`src/rtl/bcd_counter_multidigit_if.sv`:
```
// Pulse/direction/clear inputs and count/display outputs of the multi-digit BCD counter.
// slave is the counter side, master is the side that drives events and watches the display.
interface bcd_counter_multidigit_if #(
    parameter int DIGITS = 4
);
    logic                  pulse;
    logic                  up_down;
    logic                  clear;
    logic [4*DIGITS-1:0]   count_bcd;
    logic                  carry;
    logic [7:0]            seven_segment_data;
    logic [DIGITS-1:0]     seven_segment_enable;

    modport master (
        output pulse, up_down, clear,
        input  count_bcd, carry, seven_segment_data, seven_segment_enable
    );

    modport slave (
        input  pulse, up_down, clear,
        output count_bcd, carry, seven_segment_data, seven_segment_enable
    );
endinterface

```
`src/rtl/bcd_counter_multidigit.sv`:
```
// Multi-digit BCD up/down event counter with a time-multiplexed active-low 7-segment scan.
// Count/carry register 1 cycle after a pulse rising edge; display registers trail count/idx by 1 cycle; no backpressure.
module bcd_counter_multidigit #(
    parameter int DIGITS   = 4,
    parameter int SCAN_DIV = 100000
) (
    input  logic                          clk,
    input  logic                          rst,
    bcd_counter_multidigit_if.slave       bus
);
    localparam int IDX_W  = (DIGITS > 1) ? $clog2(DIGITS) : 1;
    localparam int SCAN_W = $clog2(SCAN_DIV);
    localparam logic [SCAN_W-1:0] SCAN_LAST = SCAN_W'(SCAN_DIV - 1);
    localparam logic [IDX_W-1:0]  IDX_LAST  = IDX_W'(DIGITS - 1);

    logic                      pulse_q;
    logic                      step;
    logic [DIGITS-1:0][3:0]    count_q, count_d;
    logic                      carry_q, carry_d;
    logic                      prop;
    logic [SCAN_W-1:0]         scan_q, scan_d;
    logic [IDX_W-1:0]          idx_q, idx_d;
    logic [3:0]                digit_sel;
    logic [7:0]                seg_q, seg_d;
    logic [DIGITS-1:0]         en_q, en_d;

    function automatic logic [7:0] seg_decode(input logic [3:0] d);
        case (d)
            4'd0:    seg_decode = 8'hC0;
            4'd1:    seg_decode = 8'hF9;
            4'd2:    seg_decode = 8'hA4;
            4'd3:    seg_decode = 8'hB0;
            4'd4:    seg_decode = 8'h99;
            4'd5:    seg_decode = 8'h92;
            4'd6:    seg_decode = 8'h82;
            4'd7:    seg_decode = 8'hF8;
            4'd8:    seg_decode = 8'h80;
            4'd9:    seg_decode = 8'h90;
            default: seg_decode = 8'hFF;
        endcase
    endfunction

    assign step = bus.pulse & ~pulse_q;

    // Ripple increment/borrow: prop stays high while every lower digit wrapped.
    always_comb begin
        count_d = count_q;
        carry_d = 1'b0;
        prop    = 1'b1;
        if (bus.clear) begin
            count_d = '0;
        end else if (step) begin
            for (int i = 0; i < DIGITS; i++) begin
                if (prop) begin
                    if (bus.up_down) begin
                        if (count_q[i] == 4'd9) begin
                            count_d[i] = 4'd0;
                        end else begin
                            count_d[i] = count_q[i] + 4'd1;
                            prop       = 1'b0;
                        end
                    end else begin
                        if (count_q[i] == 4'd0) begin
                            count_d[i] = 4'd9;
                        end else begin
                            count_d[i] = count_q[i] - 4'd1;
                            prop       = 1'b0;
                        end
                    end
                end
            end
            carry_d = prop;
        end
    end

    always_comb begin
        scan_d = scan_q + 1'b1;
        idx_d  = idx_q;
        if (scan_q == SCAN_LAST) begin
            scan_d = '0;
            idx_d  = (idx_q == IDX_LAST) ? '0 : idx_q + 1'b1;
        end
    end

    always_comb begin
        digit_sel = 4'd0;
        for (int i = 0; i < DIGITS; i++) begin
            if (idx_q == IDX_W'(i)) begin
                digit_sel = count_q[i];
            end
        end
        seg_d = seg_decode(digit_sel);
        en_d  = ~(DIGITS'(1) << idx_q);
    end

    // pulse_q resets high so a pulse held across reset release is not counted.
    always_ff @(posedge clk) begin
        if (rst) begin
            pulse_q <= 1'b1;
            count_q <= '0;
            carry_q <= 1'b0;
            scan_q  <= '0;
            idx_q   <= '0;
            seg_q   <= 8'hC0;
            en_q    <= ~DIGITS'(1);
        end else begin
            pulse_q <= bus.pulse;
            count_q <= count_d;
            carry_q <= carry_d;
            scan_q  <= scan_d;
            idx_q   <= idx_d;
            seg_q   <= seg_d;
            en_q    <= en_d;
        end
    end

    assign bus.count_bcd            = count_q;
    assign bus.carry                = carry_q;
    assign bus.seven_segment_data   = seg_q;
    assign bus.seven_segment_enable = en_q;
endmodule

```
`src/flat_wrapper.sv`:
```
// flat-port wrapper written by rule: the top's interface ports become plain ports
module bcd_counter_multidigit_flat 
#(
    parameter int DIGITS   = 4,
    parameter int SCAN_DIV = 100000
)
  (clk, rst, bus_pulse, bus_up_down, bus_clear, bus_count_bcd, bus_carry, bus_seven_segment_data, bus_seven_segment_enable);
  bcd_counter_multidigit_if #(.DIGITS(DIGITS)) bus_i ();
  input  logic clk;
  input  logic rst;
  input wire logic [$bits(bus_i.pulse)-1:0] bus_pulse;
  input wire logic [$bits(bus_i.up_down)-1:0] bus_up_down;
  input wire logic [$bits(bus_i.clear)-1:0] bus_clear;
  output wire logic [$bits(bus_i.count_bcd)-1:0] bus_count_bcd;
  output wire logic [$bits(bus_i.carry)-1:0] bus_carry;
  output wire logic [$bits(bus_i.seven_segment_data)-1:0] bus_seven_segment_data;
  output wire logic [$bits(bus_i.seven_segment_enable)-1:0] bus_seven_segment_enable;
  assign bus_i.pulse = bus_pulse;
  assign bus_i.up_down = bus_up_down;
  assign bus_i.clear = bus_clear;
  assign bus_count_bcd = bus_i.count_bcd;
  assign bus_carry = bus_i.carry;
  assign bus_seven_segment_data = bus_i.seven_segment_data;
  assign bus_seven_segment_enable = bus_i.seven_segment_enable;
  bcd_counter_multidigit #(.DIGITS(DIGITS), .SCAN_DIV(SCAN_DIV)) u_core (.clk(clk), .rst(rst), .bus(bus_i));
endmodule
```
`config.mk`:
```
export PLATFORM = sky130hd
export DESIGN_NAME = bcd_counter_multidigit_flat
export DESIGN_NICKNAME = d
export VERILOG_FILES = /design/src/rtl/bcd_counter_multidigit_if.sv /design/src/rtl/bcd_counter_multidigit.sv /design/src/flat_wrapper.sv
export SDC_FILE = /design/constraint.sdc
export NUM_CORES = 1
export LEC_CHECK = 0
export ABC_AREA = 1
export BUFFER_PORTS_ARGS = -buffer_cell sky130_fd_sc_hd__buf_2
export CAP_MARGIN = 10
export CORE_MARGIN = 10
export CORE_UTILIZATION = 45
export DETAILED_ROUTE_END_ITERATION = 8
export PLACE_DENSITY = 0.67
export SLEW_MARGIN = 15
export SYNTH_ARGS = -nofsm -noshare
export SYNTH_HDL_FRONTEND = slang
export SYNTH_SLANG_ARGS = --single-unit
```
`constraint.sdc`:
```
create_clock -name clk -period 1.7 [get_ports clk]
set_clock_uncertainty 0.2 [all_clocks]
set_input_delay 0.34 -clock clk [delete_from_list [all_inputs] [get_ports clk]]
set_output_delay 0.34 -clock clk [all_outputs]
set_load 0.03 [all_outputs]
```
# --- Yosys cells after proc, flatten, opt, wreduce, memory -nomap -nowiden ---
# Memory sizes are Yosys's and may differ from the RTL's. A register that Yosys moved wholly into a read port is not among the register bits.
# Index checks and enable logic that the tools add are counted.
# W data, S select, Z words.
op_classes:
  n_reduce_logical: 11
  eq_ne: 8
  n_shift: 1
  bitwise: 5
  n_mux: 37
  n_addsub: 10
op_table:
  columns: ["operator", "count"]
  rows:
  - ["$mux W4", 16]
  - ["$mux W1", 20]
  - ["$add A17 B1 Y17 const B", 1]
  - ["$eq A17 B17 Y1 const B", 1]
  - ["$add A4 B1 Y4 const B", 4]
  - ["$eq A4 B4 Y1 const B", 4]
  - ["$logic_not A4 Y1", 4]
  - ["$sub A4 B1 Y4 const B", 4]
  - ["$reduce_and A2 Y1", 3]
  - ["$eq A2 B2 Y1 const B", 2]
  - ["$not A4 Y4", 1]
  - ["$reduce_or A2 Y1", 2]
  - ["$reduce_or A4 Y1", 1]
  - ["$shl A1 B2 Y4 const A", 1]
  - ["$not A1 Y1", 3]
  - ["$add A2 B1 Y2 const B", 1]
  - ["$eq A2 B1 Y1 const B", 1]
  - ["$logic_not A2 Y1", 1]
  - ["$mux W2", 1]
  - ["$and A1 B1 Y1", 1]
totals:
  input_bits: 5
  rom_bits: 112
  ff_bits: 49
  output_inout_bits: 29
  n_memories: 1
  word_cells: 83
mem_list:
  columns: ["memory", "words", "width", "read_ports", "rd_clocked_by_memory_dff", "wr", "line", "source"]
  rows:
  - ["(no name shown)", 16, 7, 1, 1, 0, "bcd_counter_multidigit.sv:28", "case (d)"]

# --- Depth between registers and ports, before layout ---
# Gate-level depths: netlist (run 1).
depth:
  depth_word: 13
  ltp_mapped: 13
  ltp_nobuf: 13

# --- Least setup slack after synthesis (run 1) ---
# Ideal clock, no wire load.
synth_timing:
  path_type: "flip-flop to flip-flop"
  from: "register u_core.idx_q[0]"
  to: "register u_core.seg_q[3], in the netlist u_core.bus.seven_segment_data[3]"
  path_buffers: 0
  slack_ns: -0.184
  path_stages_with_launch: 13
  setup_ns: 0.070
  required_ns: 1.430
  arrival_ns: 1.614
  period_less_slack_ns: 1.884
  cell_sequence: "dfxtp_1 -> inv_1 -> ha_1 -> inv_1 -> nand3_1 -> nand2_1 -> nand2_1 -> ha_1 -> nand3_1 -> nand2_1 -> inv_1 -> nand2_1 -> a21oi_1"
synth_via:
  elab_chain_len: 5
  word_cells_on_any_way: 8
  cone_classes: "3 x eq/ne; 4 x mux; 1 x reduce/logical"
synth_rtl:
  columns: ["item", "line", "source"]
  rows:
  - ["start, declared", "bcd_counter_multidigit.sv:22", "logic [IDX_W-1:0] idx_q, idx_d;"]
  - ["start signal, assigned", "bcd_counter_multidigit.sv:111", "idx_q <= idx_d;"]
  - ["$logic_not A2 Y1", "bcd_counter_multidigit.sv:88", "if (idx_q == IDX_W'(i)) begin"]
  - ["$mux W4 (3 in a row)", "bcd_counter_multidigit.sv:88", null]
  - ["$mux W4 *", "bcd_counter_multidigit.sv:88", null]
  - ["end, declared", "bcd_counter_multidigit.sv:24", "logic [7:0] seg_q, seg_d;"]
# Mark *: on every way between the ends. The rest lies on a longest branch, timed or not.
# A chain may end at the register's enable or synchronous reset.

# --- Final worst setup path (run 1) ---
# Ends and elaborated chain as after synthesis.

==> results.yml, run 1 <==
global_routing:
  grt.total_usage_pct: 14.3
  grt_pass1_vias: 2700
  grt_max_degree: 18
  grt_pass1_wl_um: 11900
  globalRoute.totalOverflow: 0
  antenna_found_initial: 0
sta:
  setup_viol: 7
  rsz0062_at_grt: "true"
  fin_ws_ps: -160
  fin_crit_ps: 1860
  maxSlewViolCount: 0
  hold_violations: 0
  final.period_utilization_pct: 109
  fmax_mhz: 538
  setup_tns_ps: -725
power:
  powerDensity_nw_per_um2: 617
  power_mw: 2.30
  p_leak_nw: 1.69
  vdd_drop_max_mv: 0.330
clock_network:
  insertion_delay_ps: 310
  cts_root_buffer: "clkbuf_8"
  cts_tree: "done"
  clk_pin_slew_ps: 100
  cts_buffer_depth: 2
  cts.sinks: 48
  htree_num_levels: 2
  cts_buffers: 5
routing:
  drt_iter0_drc: 138
  dr_total_vias: 2937
  dr.pass1.iters: 5
  viasPerCell: 5.17
  ant_nets: 0
  wl_um: 7590
  drc: 0
  wl_per_cell_um: 13.4
floorplan:
  core_region_area_um2: 5920
  ios: 34
  die_area_um2: 9660
  rows: 28
  start_util_pct: 46.6
  die_y_um: 98.3
  fp.dieW_um: 98.3
setup_path:
  startpoint: "u_core.idx_q[0]"
  cp_common_cell: "nand2_2"
  arrival_ps: 1910
  path_delay_family: "simple AND/OR/NAND/NOR gates"
  required_ps: 1750
  r2r-start: "u_core.idx_q[0]"
  r2r_slack_ps: -160
  critPathLaunchType: "register"
  cpPeakStageDelay_ps: 380
  worst_path_max_delay_cell: "dfxtp_4"
  path_cells: "inv_4 > ha_4 > nand2_2 > nand2_2 > nand3_4 > a21oi_4 > ha_4 > nand3_2 > nand2_2 > inv_2 > nand2_2 > a21oi_2"
  path_class: "reg -> reg"
  cp_max_fo: 4
  path_buf_inv: 2
  cp-end-kind: "register"
layout:
  antenna_cells: 0
  layout-drive-gt1-share_pct: 35.5
  multiInputGateArea_um2: 1790
  fin_nets: 503
  regArea_um2: 977
  fillers: 519
  area_growth_pct: 35.0
hold_path:
  worstHoldStart: "bus_pulse"
  hold_class: "in -> reg"
synthesis:
  netlist_instances: 413
  synth.area.top_cells: "dfxtp_1 (35%), nand2_1 (14%), inv_1 (6.9%)"
  synth_cell_types: 35
  syn_nets: 424
  syn_area_um2: 2760
  synth_top_area_share_pct: 34.8
  ys_ff_latch: 48
  avgSynthCellArea_um2: 6.68
  yosysWarningCount: 0
  seq_area_frac_synth_pct: 34.8
  synth_area_leader_cell: "dfxtp_1"
place:
  gp_congestion: 0.863
  io_buffers: 32
  dp_hpwl_um: 5250
run_status:
  outcome: "complete, but fails checks"
  violations: "setup timing"
flow_run:
  maxCapViolCount: 0
==> synthesized netlist by cell type <==
| library cell | number |
|---|---|
| xor2_1 | 7 |
| dfxtp_1 | 48 |
| nand3_2 | 3 |
| nand3_4 | 1 |
| a21oi_2 | 2 |
| nor3b_2 | 1 |
| or2_0 | 1 |
| inv_1 | 51 |
| buf_2 | 2 |
| a211oi_1 | 1 |
| o22ai_1 | 1 |
| nor3_1 | 5 |
| or3_1 | 1 |
| nor3_2 | 3 |
| nand2_2 | 3 |
| nor2_4 | 5 |
| o21ai_0 | 25 |
| ha_1 | 6 |
| clkinv_1 | 2 |
| nor3b_1 | 3 |
| o21ai_1 | 1 |
| nand3_1 | 29 |
| nor4_1 | 1 |
| a21oi_1 | 36 |
| nor2_1 | 42 |
| xnor2_1 | 1 |
| nor2_2 | 6 |
| buf_4 | 2 |
| nand4_1 | 9 |
| inv_2 | 5 |
| nand2_1 | 105 |
| nand2_4 | 2 |
| buf_6 | 1 |
| o31ai_1 | 1 |
| conb_1 | 1 |
==> power by group <==
group	total, mW	internal [mW]	switching, mW
Combinational	0.233	0.0839	0.149
Clock	0.913	0.482	0.431
Sequential	1.15	1.14	0.0134
Total	2.30	1.70	0.593
==> worst reg2reg max path: cells and delay by family (launching register included) <==
family	cells	cell delay, ps
buffers and inverters	2	140
AOI/OAI and AO/OA	2	290
DFF	1	380
and+or+nand+nor	6	420
adders and majority gates	2	380
==> area by class of cell <==
cell class / count / share of cell area (%)
Sequential cell: 48 / 26.2
Tap cell: 75 / 2.52
Clock buffer: 6 / 2.22
Clock inverter: 2 / 1.04
Inverter: 58 / 6.12
Multi-Input combinational cell: 302 / 48.0
Timing Repair Buffer: 77 / 13.9
==> sequential cells by signal, summed over array words and instances, names as in the netlist <==
register	flops
u_core.bus.seven_segment_data	7
u_core.bus.count_bcd	16
u_core.idx_q	2
u_core.pulse_q	1
u_core.scan_q	17
u_core.bus.seven_segment_enable	4
u_core.bus.carry	1
==> cells by family after synthesis <==
family          share of synthesized area [%]
xor+xnor                                 2.54
flops                                    34.8
compound gates                           12.7
other cells                             0.136
buf+inv                                  9.21
fa+ha+maj                                2.72
simple gates                             37.9
==> metrics by stage <==
step | worst slack (ps) | hold slack, ps | instance area, µm² | utilization, % | instances
global route | -250 | 99.3 | 3720 | 62.9 | 568
floorplan | -51.6 | 207 | 2820 | - | 413
detailed placement | -162 | 271 | 3310 | 55.9 | 550
global placement | -106 | 265 | 3310 | 55.9 | 550
CTS | -139 | 77.9 | 3550 | 60.0 | 565
finish | -160 | 76.5 | 3720 | 62.9 | 568
==> layer usage <==
metal	part of all wire, %	global-route usage [%]	wire (µm)
met1	45	18.0	3440
met4	2.1	5.95	157
met2	46	22.4	3510
met3	6.5	3.59	492
met5	0	0	0
==> final timing paths <==
path / end / cells past startpoint
min: u_core.pulse_q / 3
max reg2reg: u_core.bus.seven_segment_data[3] / 12
min reg2reg: u_core.scan_q[16] / 2
max: u_core.bus.seven_segment_data[3] / 12
==> repair_timing <==
action	CTS	global route
hold buffers	0	0
endpoints found under the setup margin	6	22
setup buffers	8	3
pin swaps	14	14
gates resized for setup	20	43
==> cells in the final DEF (no fill, tap or decap), types with 2 or more instances in the layout <==
cell type and n:
nor3_2 2, dfxtp_1 39, a21oi_2 7, nor3b_1 3, xor2_1 7, nand2_1 82
o21ai_1 3, inv_1 44, nand2_2 22, buf_6 2, nand4_1 9, buf_2 32
nor2_1 41, nand3_4 4, nand3_1 22, nor2_4 7, nor3_1 5, nor2_2 5
ha_4 4, o21ai_0 23, a21oi_1 30, clkbuf_8 6, buf_4 42, nand2_4 6
clkinv_1 2, dfxtp_4 2, inv_4 4, inv_2 8, dfxtp_2 7, nand3_2 7
(Power assumes the default switching activity.)
==> run 2: changes to the inputs <==
Settings changed: CORE_ASPECT_RATIO from default to 0.9, GPL_ROUTABILITY_DRIVEN from default to 1, RECOVER_POWER from default to 25.
==> results.yml, run 2 (synthesis results as in run 1) <==
power:
  clockPowerShare_pct: 36.9
  powerDensity_nw_per_um2: 565
  vdd_drop_max_mv: 0.399
  internal_power_mw: 1.67
  p_seq_share_pct: 52.1
  switching_power_uw: 537
  p_sw_share_pct: 24.4
  power_frac_comb_pct: 11.0
  p_leak_nw: 1.78
layout:
  fin_nets: 516
  final_cell_mix: "nand2_1 (82), buf_4 (49), inv_1 (42), nor2_1 (38), dfxtp_1 (36)"
  area_growth_pct: 41.6
  final_util_pct: 67.0
  layout-drive-gt1-share_pct: 38.7
  antenna_cells: 0
  largest_reg_flops: 17
  final_common_cell: "nand2_1"
  regMostFlops: "u_core.scan_q"
sta:
  hold_violations: 0
  whs_ps: 61.2
  fin_ws_ps: -180
  setup_viol: 7
  rsz0062_at_grt: "true"
  fmax_mhz: 532
  fin_crit_ps: 1880
  final.period_utilization_pct: 111
  maxSlewViolCount: 0
  setup_tns_ps: -818
global_routing:
  grt.total_usage_pct: 14.8
  grt_pass1_wl_um: 11900
  antenna_found_initial: 0
  grt_pass1_vias: 2707
  grt_max_degree: 18
  globalRoute.totalOverflow: 0
setup_path:
  cp_common_cell: "nand2_2"
  cp_max_fo: 4
  worst_path_max_delay_cell: "dfxtp_4"
  startpoint: "u_core.idx_q[1]"
  cpPeakStageDelay_ps: 380
  required_ps: 1740
  cp-end-kind: "register"
  path_cells: "inv_6 > ha_4 > nand2_2 > nand2_2 > nand3_4 > a21oi_4 > ha_4 > nand3_2 > nand2_2 > inv_2 > nand2_2 > a21oi_2"
  r2r-start: "u_core.idx_q[1]"
  critPathLaunchType: "register"
  arrival_ps: 1920
  path_class: "reg -> reg"
routing:
  drc: 0
  wl_per_cell_um: 13.5
  viasPerCell: 5.17
  ant_nets: 0
  dr.pass1.iters: 4
  wl_um: 7790
  dr_total_vias: 2978
  drt_iter0_drc: 171
flow_run:
  maxCapViolCount: 0
floorplan:
  start_util_pct: 47.4
  ios: 34
  die_y_um: 94.3
  rows: 26
  fp.dieW_um: 103
  die_area_um2: 9660
  core_region_area_um2: 5820
place:
  io_buffers: 32
  dp_hpwl_um: 5380
  gp_congestion: 0.892
hold_path:
  hold_class: "in -> reg"
  worstHoldStart: "bus_pulse"
run_status:
  outcome: "complete, but fails checks"
  violations: "setup timing"
clock_network:
  cts_root_buffer: "clkbuf_8"
  cts_hold_buf: 0
  cts_buffer_depth: 2
  insertion_delay_ps: 300
  cts.sinks: 48
  htree_num_levels: 2
  cts_tree: "done"
  clk_pin_slew_ps: 90
  cts_buffers: 5
## run 2: path summary, 6_finish.rpt
kind,cells past startpoint,slack (ps),endpoint
setup / recovery,12,-180,u_core.bus.seven_segment_data[3]
hold / removal,3,60,u_core.pulse_q
setup reg to reg,12,-180,u_core.bus.seven_segment_data[3]
hold reg to reg,2,280,u_core.scan_q[16]
## run 2: what timing repair did
action	in CTS	in global routing
buffers inserted	6	11
setup endpoints to repair	6	22
endpoints found under the hold margin	0	0
resized for setup	19	67
pin swaps	12	24
## run 2: worst max-delay path: cells and delay by family, from the launching register on
family	cells	cell delay [ps]
adder cells (fa/ha/maj)	2	380
buffers and inverters	2	140
AND/OR/NAND/NOR	6	410
AO/OA/AOI/OAI	2	300
flip-flops	1	380
## run 2: final cells by class
class	count	area (µm²)
clock inverter	2	35.0
fill	470	1920
sequential	48	981
tap	70	87.6
inverter	58	233
timing repair buffer	90	656
clock buffer	6	72.6
multi-input combinational	302	1840
## run 2: metal layers
layer / global-route usage, % / up-vias / part of all wire [%]
met5: 0 / - / 0
met4: 4.58 / 0 / 2.0
met3: 3.68 / 16 / 6.8
met2: 25.2 / 95 / 49
met1: 17.7 / 1354 / 43
li1: - / 1513 / -
## run 2: stage by stage
stage	total power, mW	cells	setup slack, ps	area, µm²
detailed placement	1.39	553	-169	3390
global route	2.30	576	-269	3900
CTS	2.20	567	-151	3600
finish	2.20	576	-180	3900
global placement	1.39	553	-103	3390
floorplan	1.31	413	-51.6	2820
## run 2: power by group through the flow
stage / combinational (mW) / sequential (mW) / clock (mW)
global placement: 0.212 / 1.17 / 0
finish: 0.242 / 1.15 / 0.813
CTS: 0.224 / 1.15 / 0.831
floorplan: 0.117 / 1.19 / 0
global route: 0.267 / 1.15 / 0.885
detailed placement: 0.214 / 1.17 / 0
==> run 3: changes to the inputs <==
Settings changed: ABC_AREA 1 to default, SLEW_MARGIN 15 to default.
==> results.yml, run 3 <==
place:
  dp_hpwl_um: 5160
  place_inst: 477
  gp_congestion: 0.863
  io_buffers: 32
  dpl_cell_area_um2: 3420
power:
  internal_power_mw: 1.56
  p_leak_nw: 1.56
  power_frac_comb_pct: 11.0
  p_seq_share_pct: 54.2
  switching_power_uw: 530
  powerDensity_nw_per_um2: 516
  clockPowerShare_pct: 34.8
  power_mw: 2.09
  vdd_drop_max_mv: 0.357
  p_sw_share_pct: 25.4
routing:
  drc: 0
  viasPerCell: 5.51
  wl_um: 7920
  wl_per_cell_um: 16.0
  drt_iter0_drc: 95
  dr_total_vias: 2734
  ant_nets: 0
  dr.pass1.iters: 4
setup_path:
  path_buf_inv: 3
  worst_path_max_delay_cell: "dfxtp_4"
  cp-end-kind: "register"
  cp_max_fo: 8
  critPathLaunchType: "register"
  path_cells: "buf_6 > ha_4 > buf_12 > a211oi_2 > a221oi_4 > buf_12 > nand2b_4 > a21oi_2 > nor2_1"
  path_delay_family: "compound AO/OA/AOI/OAI gates"
  cp_common_cell: "buf_12"
  arrival_ps: 2040
  required_ps: 1700
  cpPeakStageDelay_ps: 380
  path_class: "reg -> reg"
global_routing:
  antenna_found_initial: 0
  grt_pass1_wl_um: 12100
  globalRoute.totalOverflow: 0
  grt_pass1_vias: 2570
  grt.total_usage_pct: 15.6
  grt_max_degree: 17
sta:
  maxSlewViolCount: 0
  hold_violations: 0
  whs_ps: 48.9
  fin_crit_ps: 2040
  fmax_mhz: 491
  fin_ws_ps: -338
  final.period_utilization_pct: 120
  setup_viol: 17
  rsz0062_at_grt: "true"
synthesis:
  avgSynthCellArea_um2: 7.89
  synth.area.top_cells: "dfxtp_1 (36%), nor2_1 (6.8%), xnor2_1 (4.3%)"
  synth-edff-count: 0
  syn_nets: 346
  yosysWarningCount: 0
  seq_area_frac_synth_pct: 36.3
  netlist_instances: 335
  synth_top_area_share_pct: 36.3
  ys_ff_latch: 48
  synth_area_leader_cell: "dfxtp_1"
  syn_area_um2: 2640
  synth_flop_cell: "dfxtp_1"
  netlist_top_cells_count: "dfxtp_1 (48), nor2_1 (48), nand2_1 (30)"
  synth_cell_types: 54
  synth_async_sr_flop_share_pct: 0
floorplan:
  die_area_um2: 9350
  start_util_pct: 46.4
  ios: 34
  fp.dieW_um: 101
  rows: 26
  die_y_um: 92.7
  core_region_area_um2: 5690
layout:
  fin_nets: 436
  fin_cells: 496
  area_growth_pct: 52.9
  final_cell_mix: "buf_4 (62), nor2_1 (44), dfxtp_1 (30), buf_2 (29), nand2_1 (27)"
  regArea_um2: 1010
  final_area_um2: 4040
  final_common_cell: "buf_4"
  final_util_pct: 71.0
  fillers: 414
  largest_reg_flops: 17
  multiInputGateArea_um2: 2000
  antenna_cells: 0
  regMostFlops: "u_core.scan_q"
  layout-drive-gt1-share_pct: 46.9
flow_run:
  maxCapViolCount: 0
clock_network:
  cts_hold_buf: 0
  cts_buffers: 5
  cts_buffer_depth: 2
  clk_pin_slew_ps: 90
  cts.sinks: 48
  cts_tree: "done"
  cts_root_buffer: "clkbuf_8"
  insertion_delay_ps: 300
  htree_num_levels: 2
run_status:
  outcome: "complete, but fails checks"
  violations: "setup timing"
hold_path:
  hold_class: "in -> reg"
-- run 3: cell count changes after synthesis, moves of 8 or more --
cell / before / now
a211oi_1: 1 / 9
xnor2_1: 1 / 13
nand3_1: 29 / 10
nand2_1: 105 / 30
clkbuf_1: 0 / 12
inv_1: 51 / 10
o21ai_0: 25 / 15
a21oi_1: 36 / 20
-- run 3: what timing repair did --
| item | in CTS | in global routing |
|---|---|---|
| pin swaps | 18 | 24 |
| setup endpoints to repair | 34 | 40 |
| gates resized for setup | 46 | 46 |
| setup buffers | 4 | 8 |
-- run 3: kinds of logic after synthesis --
logic type               after synthesis  synth area share (%)
AND/OR/NAND/NOR                      148                  28.1
AO/OA/AOI/OAI                         71                  17.8
flip-flops                            48                  36.3
buffers and inverters                 34                  5.77
XOR/XNOR                              25                  8.28
adder cells (fa/ha/maj)                6                  2.84
multiplexers                           2                 0.757
other                                  1                 0.142
-- run 3: layout make-up --
type | count | area share, %
clock buffers | 6 | 2.04
clock inverters | 2 | 0.341
inverters | 10 | 0.991
multi-input cells | 253 | 49.4
flip-flops and latches | 48 | 24.9
well taps | 70 | 2.17
repair buffers | 107 | 20.1
-- run 3: through the flow --
stage	TNS [ps]	setup WS, ps
floorplan	-1930	-291
global placement	-4570	-311
detailed placement	-5270	-358
CTS	-2050	-266
global route	-4250	-422
finish	-2860	-338
-- run 3: worst paths after layout --
kind / startpoint / end / slack [ps] / depth (start not counted)
setup / recovery: u_core.idx_q[1] / u_core.bus.seven_segment_data[4] / -340 / 9
hold / removal: bus_pulse / u_core.pulse_q / 50 / 2
setup reg to reg: u_core.idx_q[1] / u_core.bus.seven_segment_data[4] / -340 / 9
hold reg to reg: u_core.scan_q[16] / u_core.scan_q[16] / 350 / 2
-- run 3: power groups by stage --
| stage | clock, mW | sequential (mW) | combinational (mW) |
|---|---|---|---|
| finish | 0.726 | 1.13 | 0.228 |
| detailed placement | 0 | 1.16 | 0.186 |
| global placement | 0 | 1.16 | 0.184 |
| floorplan | 0 | 1.17 | 0.104 |
| global route | 0.791 | 1.13 | 0.246 |
| CTS | 0.735 | 1.13 | 0.198 |
-- run 3: routing by layer --
| layer | GRT usage [%] | vias to the layer above | wire length, µm |
|---|---|---|---|
| met4 | 4.24 | 0 | 125 |
| met2 | 25.7 | 67 | 3900 |
| met3 | 3.12 | 12 | 297 |
| met5 | 0 | - | 0 |
| met1 | 20.0 | 1310 | 3600 |
| li1 | - | 1345 | - |
